<file path="config.mk">
export PLATFORM = sky130hd
export DESIGN_NAME = branch_stack
export DESIGN_NICKNAME = d
export VERILOG_FILES = /design/src/rtl/branch_stack.sv
export SDC_FILE = /design/constraint.sdc
export NUM_CORES = 1
export LEC_CHECK = 0
export BUFFER_PORTS_ARGS = -buffer_cell sky130_fd_sc_hd__buf_2
export CELL_PAD_IN_SITES_DETAIL_PLACEMENT = 0
export CELL_PAD_IN_SITES_GLOBAL_PLACEMENT = 1
export CORE_ASPECT_RATIO = 1.2
export CORE_MARGIN = 2
export CORE_UTILIZATION = 51
export DETAILED_ROUTE_END_ITERATION = 16
export PLACE_DENSITY_LB_ADDON = 0.3
export SLEW_MARGIN = 20
export SYNTH_ARGS = -nofsm -noshare
export SYNTH_HDL_FRONTEND = slang
export SYNTH_SLANG_ARGS = --single-unit
</file>
<file path="constraint.sdc">
create_clock -name clock -period 16.5 [get_ports clock]
set_input_delay 3.3 -clock clock [delete_from_list [all_inputs] [get_ports clock]]
set_output_delay 3.3 -clock clock [all_outputs]
set_load 0.01 [all_outputs]
</file>
<file path="src/rtl/branch_stack.sv">
// Branch checkpoint store: per-branch free-list snapshots, one-hot branch masks,
// and mispredict restore/squash generation for the out-of-order core.
module branch_stack #(
  parameter int N               = 3,
  parameter int PHYS_REG_SZ     = 64,
  parameter int NUM_CHECKPOINTS = 4
) (
  input  logic                                          clock,
  input  logic                                          reset,
  input  logic                                          branch_dispatch_valid,
  input  logic [PHYS_REG_SZ-1:0]                        dispatch_free_list,
  input  logic [N-1:0][$clog2(PHYS_REG_SZ)-1:0]         phys_reg_retiring,
  input  logic [$clog2(N+1)-1:0]                        num_retiring_valid,
  input  logic                                          resolve_valid,
  input  logic [NUM_CHECKPOINTS-1:0]                    resolve_mask,
  input  logic                                          resolve_mispredict,
  output logic [NUM_CHECKPOINTS-1:0]                    allocated_mask,
  output logic [NUM_CHECKPOINTS-1:0]                    current_mask,
  output logic                                          stack_full,
  output logic [PHYS_REG_SZ-1:0]                        free_list_restore,
  output logic                                          restore_flag,
  output logic [NUM_CHECKPOINTS-1:0]                    squash_mask
);
  localparam int NC    = NUM_CHECKPOINTS;
  localparam int PR    = PHYS_REG_SZ;
  localparam int CNT_W = $clog2(N+1);

  logic [NC-1:0] valid_r;
  logic [PR-1:0] snapshot_r [NC];
  logic [NC-1:0] older_r    [NC];

  logic [PR-1:0] retire_bits_s;
  logic          onehot_s;
  logic          target_hit_s;
  logic          mispredict_s;
  logic          correct_s;
  logic          alloc_en_s;
  logic [NC-1:0] alloc_onehot_s;
  logic [NC-1:0] alloc_sel_s;
  logic [NC-1:0] squash_s;
  logic [NC-1:0] freed_s;
  logic [PR-1:0] restore_s;

  // Retirement vector from the valid low-index retire slots.
  always_comb begin
    retire_bits_s = {PR{1'b0}};
    for (int j = 0; j < N; j++) begin
      retire_bits_s = retire_bits_s |
        ((CNT_W'(j) < num_retiring_valid) ? ({{(PR-1){1'b0}}, 1'b1} << phys_reg_retiring[j])
                                          : {PR{1'b0}});
    end
  end

  // Resolve decode, squash set, restore snapshot and allocation choice.
  always_comb begin
    onehot_s     = (resolve_mask != {NC{1'b0}}) &&
                   ((resolve_mask & (resolve_mask - {{(NC-1){1'b0}}, 1'b1})) == {NC{1'b0}});
    target_hit_s = resolve_valid && onehot_s && ((resolve_mask & valid_r) != {NC{1'b0}});
    mispredict_s = target_hit_s && resolve_mispredict;
    correct_s    = target_hit_s && !resolve_mispredict;

    squash_s  = {NC{1'b0}};
    restore_s = {PR{1'b0}};
    for (int i = 0; i < NC; i++) begin
      // An entry is younger than the target if the target was live when it was allocated.
      squash_s[i] = resolve_mask[i] | (valid_r[i] & ((older_r[i] & resolve_mask) != {NC{1'b0}}));
      restore_s   = restore_s | (resolve_mask[i] ? snapshot_r[i] : {PR{1'b0}});
    end

    freed_s = mispredict_s ? squash_s : (correct_s ? resolve_mask : {NC{1'b0}});

    alloc_en_s     = branch_dispatch_valid && !(&valid_r) && !(resolve_valid && resolve_mispredict);
    alloc_onehot_s = ~valid_r & (valid_r + {{(NC-1){1'b0}}, 1'b1});
    alloc_sel_s    = alloc_en_s ? alloc_onehot_s : {NC{1'b0}};
  end

  // Output drive; restore/squash are only non-zero on a live mispredict.
  always_comb begin
    allocated_mask    = alloc_sel_s;
    current_mask      = valid_r;
    stack_full        = &valid_r;
    restore_flag      = mispredict_s;
    squash_mask       = mispredict_s ? squash_s : {NC{1'b0}};
    free_list_restore = mispredict_s ? restore_s : {PR{1'b0}};
  end

  // Checkpoint state update: free/squash, allocate, merge retirements.
  always_ff @(posedge clock) begin
    if (reset) begin
      valid_r <= {NC{1'b0}};
      for (int i = 0; i < NC; i++) begin
        snapshot_r[i] <= {PR{1'b0}};
        older_r[i]    <= {NC{1'b0}};
      end
    end else begin
      for (int i = 0; i < NC; i++) begin
        older_r[i] <= older_r[i] & ~freed_s;
        if (freed_s[i]) begin
          valid_r[i] <= 1'b0;
        end else if (alloc_sel_s[i]) begin
          valid_r[i]    <= 1'b1;
          snapshot_r[i] <= dispatch_free_list | retire_bits_s;
          older_r[i]    <= valid_r & ~freed_s;
        end else if (valid_r[i]) begin
          snapshot_r[i] <= snapshot_r[i] | retire_bits_s;
        end else begin
          snapshot_r[i] <= snapshot_r[i];
        end
      end
    end
  end
endmodule

</file>
# Word level (Yosys, flattened, before mapping)
# Memories as Yosys holds them, arrays and structs flattened.
# Cells that the tools add are included.
[classes] n_addsub=2 magnitude_cmp=3 n_shift=3 n_mux=91 bitwise=52 reduce_logical=23
[op_table] op="64-bit 2-to-1 mux" n=20
[op_table] op="64-bit OR" n=10
[op_table] op="1-bit by 6-bit << shifter with 64-bit output (first input constant)" n=3
[op_table] op="1-bit 2-to-1 mux" n=59
[op_table] op="4-bit bitwise AND" n=12
[op_table] op="4-bit 2-to-1 mux" n=12
[op_table] op="1-bit OR" n=24
[op_table] op="4-bit nonzero test" n=6
[op_table] op="1-bit logical AND" n=8
[op_table] op="4-bit inverter" n=2
[op_table] op="2-bit OR reduction" n=4
[op_table] op="4-bit by 1-bit adder with 4-bit output (second input constant)" n=1
[op_table] op="1-bit bitwise AND" n=4
[op_table] op="4-bit zero test" n=1
[op_table] op="1-bit by 2-bit less-than comparator with 1-bit output (first input constant)" n=2
[op_table] op="4-bit AND reduction" n=1
[op_table] op="4-bit by 1-bit subtractor with 4-bit output (second input constant)" n=1
[op_table] op="1-bit zero test" n=3
[op_table] op="2-bit less-than comparator (first input constant)" n=1
[totals] reg_bits=4 ramBits=272 inputBits=93 output_inout_bits=78 wordCells=180 n_memories=2
[mem_list] name="snapshot_r" words=4 word_bits=64 read_ports=4 rd_ports_with_merged_regs=0 write_ports=4 line="29" text="logic [PR-1:0] snapshot_r [NC];"
[mem_list] name="older_r" words=4 word_bits=4 read_ports=4 rd_ports_with_merged_regs=0 write_ports=4 line="30" text="logic [NC-1:0] older_r [NC];"

# Depth between registers and ports, before layout
# Gate-level depths: netlist of run 1.
[logic_depth] depth_word=15 ltp_mapped=8 ltp_nobuf=4

# Worst setup path after synthesis of run 1
# Ideal clock, no wire load.
[synth_path] path_type="input-to-reg" from="input port resolve_mask[0]" to="memory snapshot_r[1][0] (netlist name) (enable)" setup_time_ps=574 arrival_ps=8801 t_required_ps=15926 setup_slack_ps=7124 stages=5 path_buffers=1 path_cell_list="buf_2 -> a22o_1 -> o21ai_2 -> nor3_1 -> o21ai_0"
[synth_rtl] element="start, declared" line="15" text="input logic [NUM_CHECKPOINTS-1:0] resolve_mask,"
[synth_rtl] element="end, declared" line="29"

# Worst setup path in the final report of run 1
[layout_path] from="input port resolve_mask[0]" to="output port free_list_restore[36]"
[layout_between] elab_chain_len=8 elab_cells_between_ends=15 cone_classes="add/sub: 1; mux: 2; bitwise: 5; reduce/logical: 7"
[layout_rtl] element="4-bit by 1-bit subtractor with 4-bit output" line="57" text="((resolve_mask & (resolve_mask - {{(NC-1){1'b0}}, 1'b1})) == {NC{1'b0}});"
[layout_rtl] element="4-bit bitwise AND" line="57"
[layout_rtl] element="4-bit zero test" line="57"
[layout_rtl] element="1-bit logical AND" line="56" text="onehot_s = (resolve_mask != {NC{1'b0}}) &&"
[layout_rtl] element="1-bit logical AND (2 in series)" line="58" text="target_hit_s = resolve_valid && onehot_s && ((resolve_mask & valid_r) != {NC{1'b0}});"
[layout_rtl] element="1-bit logical AND" line="59" text="mispredict_s = target_hit_s && resolve_mispredict;"
[layout_rtl] element="64-bit 2-to-1 mux *" line="84" text="free_list_restore = mispredict_s ? restore_s : {PR{1'b0}};"
[layout_rtl] element="end, declared" line="20" text="output logic [PHYS_REG_SZ-1:0] free_list_restore,"
# Mark *: on every way between the ends. The rest lies on a longest branch, timed or not.

==> impl_metrics.tcl, run 1 <==
set metrics [dict create \
    status "finished clean" \
    ff2ff_path_depth 6 \
    peak_supply_drop_mv 0.0794 \
    die-height_um 199 \
    synth_area_leaders "sky130_fd_sc_hd__edfxtp_1 (49%), sky130_fd_sc_hd__mux2i_1 (12%), sky130_fd_sc_hd__a21oi_1 (8.0%), sky130_fd_sc_hd__a22oi_1 (5.9%), sky130_fd_sc_hd__nor3_1 (4.4%)" \
    grt.busiest_layer "met2" \
    drt-total-wl_mm 55.3 \
    worstMarginPinSlew_ns 1.10 \
    worst-endpoint-arrival_ns 6.76 \
    source_of_the_worst_register_to_register_timing_path "current_mask[0]" \
    grt.total_usage_pct 32.0 \
    powerDensity_nw_per_um2 96.9 \
    grtUsageMet3_pct 4.12 \
    endpoints_failing_hold 0 \
    io_buffers 170 \
    finalSetupViolations 0 \
    switching_power_uw 455 \
    layout_net_count 1745 \
    globalRouteOverflowTotal 0 \
    syn_area_um2 16200 \
    via_count 14429 \
    io_pins 171 \
    worstSetupEndpointType "output port" \
    critical_path.max_fanout 73 \
    path_class "in2out" \
    gp_congestion 0.941 \
    area_share_of_the_largest_cell_type_after_synthesis_pct 49.1 \
    origin_of_the_worst_setup_path "resolve_mask[0]" \
    area_growth_pct 12.7 \
    cts_setup_buffers 0 \
    max-cap-violations 0 \
    postCtsHoldBufs 0 \
    ctsLongestPathBuffers 3 \
    grt_setup_unrepaired "no" \
    worst_clock_skew_ns 0.0142 \
    synthDistinctLibCells 51 \
    nFillCells 2724 \
    synth_top_cells_by_count "sky130_fd_sc_hd__edfxtp_1 (265), sky130_fd_sc_hd__a21oi_1 (259), sky130_fd_sc_hd__mux2i_1 (192), sky130_fd_sc_hd__nor3_1 (143), sky130_fd_sc_hd__nor2_1 (142)" \
    min_delay_path_depth 2 \
    num_rows 71 \
    timing.critical_path.to "free_list_restore[36]" \
    number_of_enable_type_register_cells_in_the_synthesized_netlist 265 \
    floorplan.core_area_um2 31400 \
    share_seq_of_total_power_pct 48.5 \
    power.share.clock_pct 39.0 \
    r2r_setup_slack_ns 12.90 \
    globalRouteMet2Util_pct 53.4 \
    grt_first_pass_wirelength_mm 82.5 \
    hold_path_class "reg2reg" \
    timing.critical_path.from_type "input pin" \
    cts_repair_resize_count 0 \
    synthMostInstantiatedCell "sky130_fd_sc_hd__edfxtp_1" \
    totalNegativeSetupSlack_ns 0 \
    cell_at_the_root_of_the_clock_tree "sky130_fd_sc_hd__clkbuf_16" \
    synth_cells 1555 \
    power.static_leakage_uw 0.00620 \
    synth_seq_cells 272 \
    route.antenna.remaining_nets 0 \
    slew-limit-headroom_pct 26.4 \
    numCtsBuffers 28 \
    routed_via_density 6.93 \
    clk_pin_slew_worst_paths_ns 0.06 \
    remaining_drc_errors 0 \
    die_width_um 167 \
    yosys_warnings 0 \
    first_iter_violations 1639 \
    hold_ws_ns 0.469 \
    design.die.area_um2 33200 \
    netSwitchingFraction_pct 25.7 \
    max_freq_mhz 99.4 \
    timing.final.max_slew_violations 0 \
    first_global_vias 13547 \
    place.detailed.hpwl_mm 35.6 \
    synth-async-reset-ratio_pct 0 \
    critical_path_required_ns 13.20 \
    grtUsageMet1_pct 43.6 \
    pin_count_of_the_biggest_net_entering_global_routing 75 \
    route.detailed.wl_per_inst_um 26.5 \
    holdCritStartpoint "older_r[3][1]" \
    internal-power_uw 1320 \
    power_frac_comb_pct 12.5 \
    synth_top_cell_by_area "sky130_fd_sc_hd__edfxtp_1" \
    drive_above_1_share_pct 16.1 \
    synth-main-ff-cell "sky130_fd_sc_hd__edfxtp_1" \
    synth_area_per_cell_um2 10.4 \
    cts_sinks 272 \
    regToRegEndpoint "snapshot_r[3][25]" \
    drtPass1Iterations 5 \
    start_util_pct 51.7 \
    final.period_utilization_pct 61.0 \
    clock_insertion_delay_worst_skew_ns 0.56 \
    yosysSeqAreaShare_pct 50.0 \
    antenna_found_initial 11 \
    htree_levels 1 \
    final_period_minus_worst_setup_slack_ns 10.06 \
    tritoncts "built" \
]
==> per-layer routing <==
layer  wire, µm  up-vias
li1           -     6438
met1      22100     7106
met2      26700      780
met3       4820       99
met4       1690        6
met5         41        -
==> registers in the layout, summed over array words and instances (netlist names) <==
| register | cells |
|---|---|
| current_mask | 4 |
| snapshot_r | 256 |
| older_r | 12 |
==> cells in the final DEF (no fill, tap or decap), types with 5 or more instances in the layout <==
cell                          n
sky130_fd_sc_hd__nand3b_1     6
sky130_fd_sc_hd__buf_2      170
sky130_fd_sc_hd__clkinv_2     6
sky130_fd_sc_hd__a22oi_1    128
sky130_fd_sc_hd__nor2_1     142
sky130_fd_sc_hd__nand2b_1     5
sky130_fd_sc_hd__mux2i_1    192
sky130_fd_sc_hd__or4bb_1      9
sky130_fd_sc_hd__nand2_1     15
sky130_fd_sc_hd__clkbuf_16   29
sky130_fd_sc_hd__nand4bb_1    8
sky130_fd_sc_hd__nand4_1      7
sky130_fd_sc_hd__o32ai_1     48
sky130_fd_sc_hd__a21oi_1    259
sky130_fd_sc_hd__diode_2      9
sky130_fd_sc_hd__bufinv_16    6
sky130_fd_sc_hd__conb_1       9
sky130_fd_sc_hd__or4b_2      10
sky130_fd_sc_hd__nand4b_1    13
sky130_fd_sc_hd__o22ai_1     87
sky130_fd_sc_hd__inv_1       13
sky130_fd_sc_hd__nor3_1     143
sky130_fd_sc_hd__buf_4       22
sky130_fd_sc_hd__edfxtp_1   265
==> final cells by class <==
class	count	area, µm²	share of cell area (%)
repair buffers	192	1020	5.56
inverters	13	48.8	0.267
clock buffers	33	741	4.05
multi-input cells	1145	7590	41.6
flip-flops and latches	272	8110	44.4
clock inverters	18	241	1.32
diodes	9	22.5	0.123
well taps	401	502	2.75
==> kinds of logic (layout without fill, tap and decap cells) <==
family	after synthesis	count (layout)	share of synthesized area [%]
DFF	272	272	50.0
xor gates and xnor gates	1	1	0.0540
muxes	193	193	11.9
buffers and inverters	146	256	3.76
AOI/OAI and AO/OA	560	560	21.9
other	1	18	0.0231
and+or+nand+nor	382	382	12.3
==> how the worst min path moves through the flow <==
stage / endpoint
finish: older_r[3][1]
global route: older_r[3][1]
CTS: older_r[3][1]
detailed placement: older_r[3][1]
global placement: older_r[3][1]
floorplan: older_r[3][1]
==> worst max-delay path, cell delays in order <==
cell and delay, ns:
sky130_fd_sc_hd__buf_2 0.08, sky130_fd_sc_hd__buf_4 0.76, sky130_fd_sc_hd__xnor2_1 0.20, sky130_fd_sc_hd__o311ai_0 0.69
sky130_fd_sc_hd__nand3_2 0.76, sky130_fd_sc_hd__buf_4 0.55, sky130_fd_sc_hd__a21oi_1 0.20, sky130_fd_sc_hd__buf_2 0.15
==> power groups by stage <==
| stage | Clock, µW | Sequential (µW) | Combinational [µW] |
|---|---|---|---|
| finish | 690 | 858 | 222 |
| global route | 718 | 864 | 239 |
| CTS | 694 | 857 | 219 |
| detailed placement | 0 | 871 | 218 |
| global placement | 0 | 867 | 216 |
| floorplan | 0 | 862 | 150 |
==> metrics by stage <==
stage | setup WS [ns] | instances | cell area, µm² | utilization [%] | total power, µW
6_report | 6.44 | 2083 | 18300 | 58.3 | 1770
5_1_grt | 6.09 | 2080 | 18300 | 58.3 | 1820
4_1_cts | 6.42 | 2074 | 18200 | 58.2 | 1770
3_5_place_dp | 6.42 | 2023 | 17300 | 55.0 | 1090
3_3_place_gp | 6.67 | 2023 | 17300 | 55.0 | 1080
2_1_floorplan | 7.12 | 1563 | 16200 | - | 1010
(Power assumes the default switching activity.)
==> inputs of run 2 (changes only) <==
CORE_UTILIZATION = 43   (was 51)
clock period = 9 ns   (was 16.5 ns; I/O delays follow)
==> run 2 against run 1 <==
Compared with the run above:
- sequential power increased by 83%
- largest power group unchanged
- final cell count is 3.3% higher
- sequential share of layout area hardly changed
- register-to-register slack lost 7.4 ns
- clock-buffer cell count increased by 9
- hold slack improved by 0.0034 ns
- largest cell class unchanged
- core utilization shrank 8.9 points
- combinational power increased by 86%
- critical path type unchanged
- first-iteration DRC count shrank 17%
- final area about the same
- clock power is 68% higher
- via count decreased by 0.36%
==> impl_metrics.tcl, run 2 (synthesis results as in run 1) <==
set metrics [dict create \
    critical_path_required_ns 7.20 \
    r2r_setup_slack_ns 5.54 \
    final.period_utilization_pct 78.4 \
    cts_repair_resize_count 0 \
    path_class "in2out" \
    holdCritStartpoint "older_r[3][2]" \
    nFillCells 3518 \
    postCtsHoldBufs 0 \
    cts_setup_buffers 0 \
    regToRegEndpoint "snapshot_r[1][56]" \
    grt_setup_unrepaired "no" \
    gp_congestion 0.978 \
    drt-total-wl_mm 57.7 \
    num_rows 77 \
    first_global_vias 13681 \
    area_growth_pct 12.7 \
    post-layout-total-power_uw 3150 \
    grt.total_usage_pct 28.6 \
    timing.final.max_slew_violations 0 \
    drive_above_1_share_pct 15.8 \
    final_period_minus_worst_setup_slack_ns 7.05 \
    start_util_pct 43.8 \
    final_cell_mix "sky130_fd_sc_hd__edfxtp_1 (265), sky130_fd_sc_hd__a21oi_1 (259), sky130_fd_sc_hd__mux2i_1 (192), sky130_fd_sc_hd__buf_2 (170), sky130_fd_sc_hd__nor3_1 (143)" \
    clk_pin_slew_worst_paths_ns 0.06 \
    endpoints_failing_hold 0 \
    grt_first_pass_wirelength_mm 86.3 \
    timing.hold.worst_endpoint "older_r[3][2]" \
    worst_clock_skew_ns 0.0142 \
    drtPass1Iterations 6 \
    place.detailed.hpwl_mm 38.0 \
    remaining_drc_errors 0 \
    power.static_leakage_uw 0.00615 \
    top_register "snapshot_r" \
    powerDensity_nw_per_um2 172 \
    worstSetupEndpointType "output port" \
    route.detailed.wl_per_inst_um 26.8 \
    finalSetupViolations 0 \
    pin_count_of_the_biggest_net_entering_global_routing 65 \
    timing.critical_path.from_type "input pin" \
    critical_path.max_fanout 41 \
    cts_sinks 272 \
    tritoncts "built" \
    clock_insertion_delay_worst_skew_ns 0.57 \
    peak_supply_drop_mv 0.158 \
    hold_ws_ns 0.472 \
    route.antenna.remaining_nets 0 \
    worst-endpoint-arrival_ns 5.25 \
    max_freq_mhz 142 \
    htree_levels 1 \
    final_common_cell "sky130_fd_sc_hd__edfxtp_1" \
    utilization_pct 49.4 \
    layout_net_count 1746 \
    io_pins 171 \
    status "finished clean" \
    final-instance-count-excl-fill 2151 \
    slew-limit-headroom_pct 25.7 \
    floorplan.core_area_um2 37000 \
    die-height_um 217 \
    ctsLongestPathBuffers 3 \
    via_count 14377 \
    largest_register_ffs 256 \
    first_iter_violations 1368 \
    worstMarginPinSlew_ns 1.11 \
    io_buffers 170 \
    cell_at_the_root_of_the_clock_tree "sky130_fd_sc_hd__clkbuf_16" \
    antenna_found_initial 6 \
    source_of_the_worst_register_to_register_timing_path "current_mask[1]" \
    routed_via_density 6.68 \
    die_width_um 181 \
    globalRouteOverflowTotal 0 \
    design.die.area_um2 39300 \
    min_delay_path_depth 2 \
    ff2ff_path_depth 5 \
    max-cap-violations 0 \
    numCtsBuffers 28 \
    totalNegativeSetupSlack_ns 0 \
    dp.cells 2097 \
    hold_path_class "reg2reg" \
]
==> run 2: layout make-up <==
class / instances / area [µm²] / share of cell area [%]
Sequential cell: 272 / 8110 / 44.4
Multi-Input combinational cell: 1145 / 7590 / 41.6
Timing Repair Buffer: 193 / 1020 / 5.60
Clock buffer: 42 / 795 / 4.35
Tap cell: 474 / 593 / 3.25
Clock inverter: 9 / 95.1 / 0.521
Inverter: 13 / 48.8 / 0.267
Antenna cell: 3 / 7.51 / 0.0411
==> run 2: through the flow <==
stage / instance area [µm²] / worst slack, ns
after floorplan: 16200 / 1.12
after global placement: 17400 / 2.09
after detailed placement: 17400 / 1.94
after CTS: 18300 / 1.93
after global routing: 18300 / 1.77
final: 18300 / 1.95
==> run 2: where the power goes <==
part	internal, µW	switching [µW]	leakage, µW
clock	664	496	0.000432
combinational	145	267	0.00290
sequential	1510	64.1	0.00283
==> run 2: how the worst max path moves through the flow <==
stage | slack (ns) | startpoint | to
after floorplan | 1.12 | resolve_mask[0] | snapshot_r[1][0]
after global placement | 2.09 | resolve_mask[0] | free_list_restore[28]
after detailed placement | 1.94 | resolve_mask[0] | free_list_restore[28]
after CTS | 1.93 | resolve_mask[0] | free_list_restore[28]
after global routing | 1.77 | resolve_mask[0] | free_list_restore[57]
final | 1.95 | resolve_mask[0] | free_list_restore[53]
==> run 2: worst max-delay path, stage by stage <==
cell and delay, ns:
sky130_fd_sc_hd__buf_2 0.71, sky130_fd_sc_hd__buf_4 0.68, sky130_fd_sc_hd__a22o_1 0.29, sky130_fd_sc_hd__o21a_1 0.20
sky130_fd_sc_hd__nand3_2 0.64, sky130_fd_sc_hd__buf_4 0.55, sky130_fd_sc_hd__a21oi_1 0.19, sky130_fd_sc_hd__buf_2 0.16
==> run 2: layer usage <==
metal  vias up  part of all wire (%)  GRT usage [%]
li1       6428                     -              -
met1      7170                    40           37.8
met2       671                    49           48.4
met3       102                   7.0           3.39
met4         6                   3.2           10.1
met5         -                 0.078              0
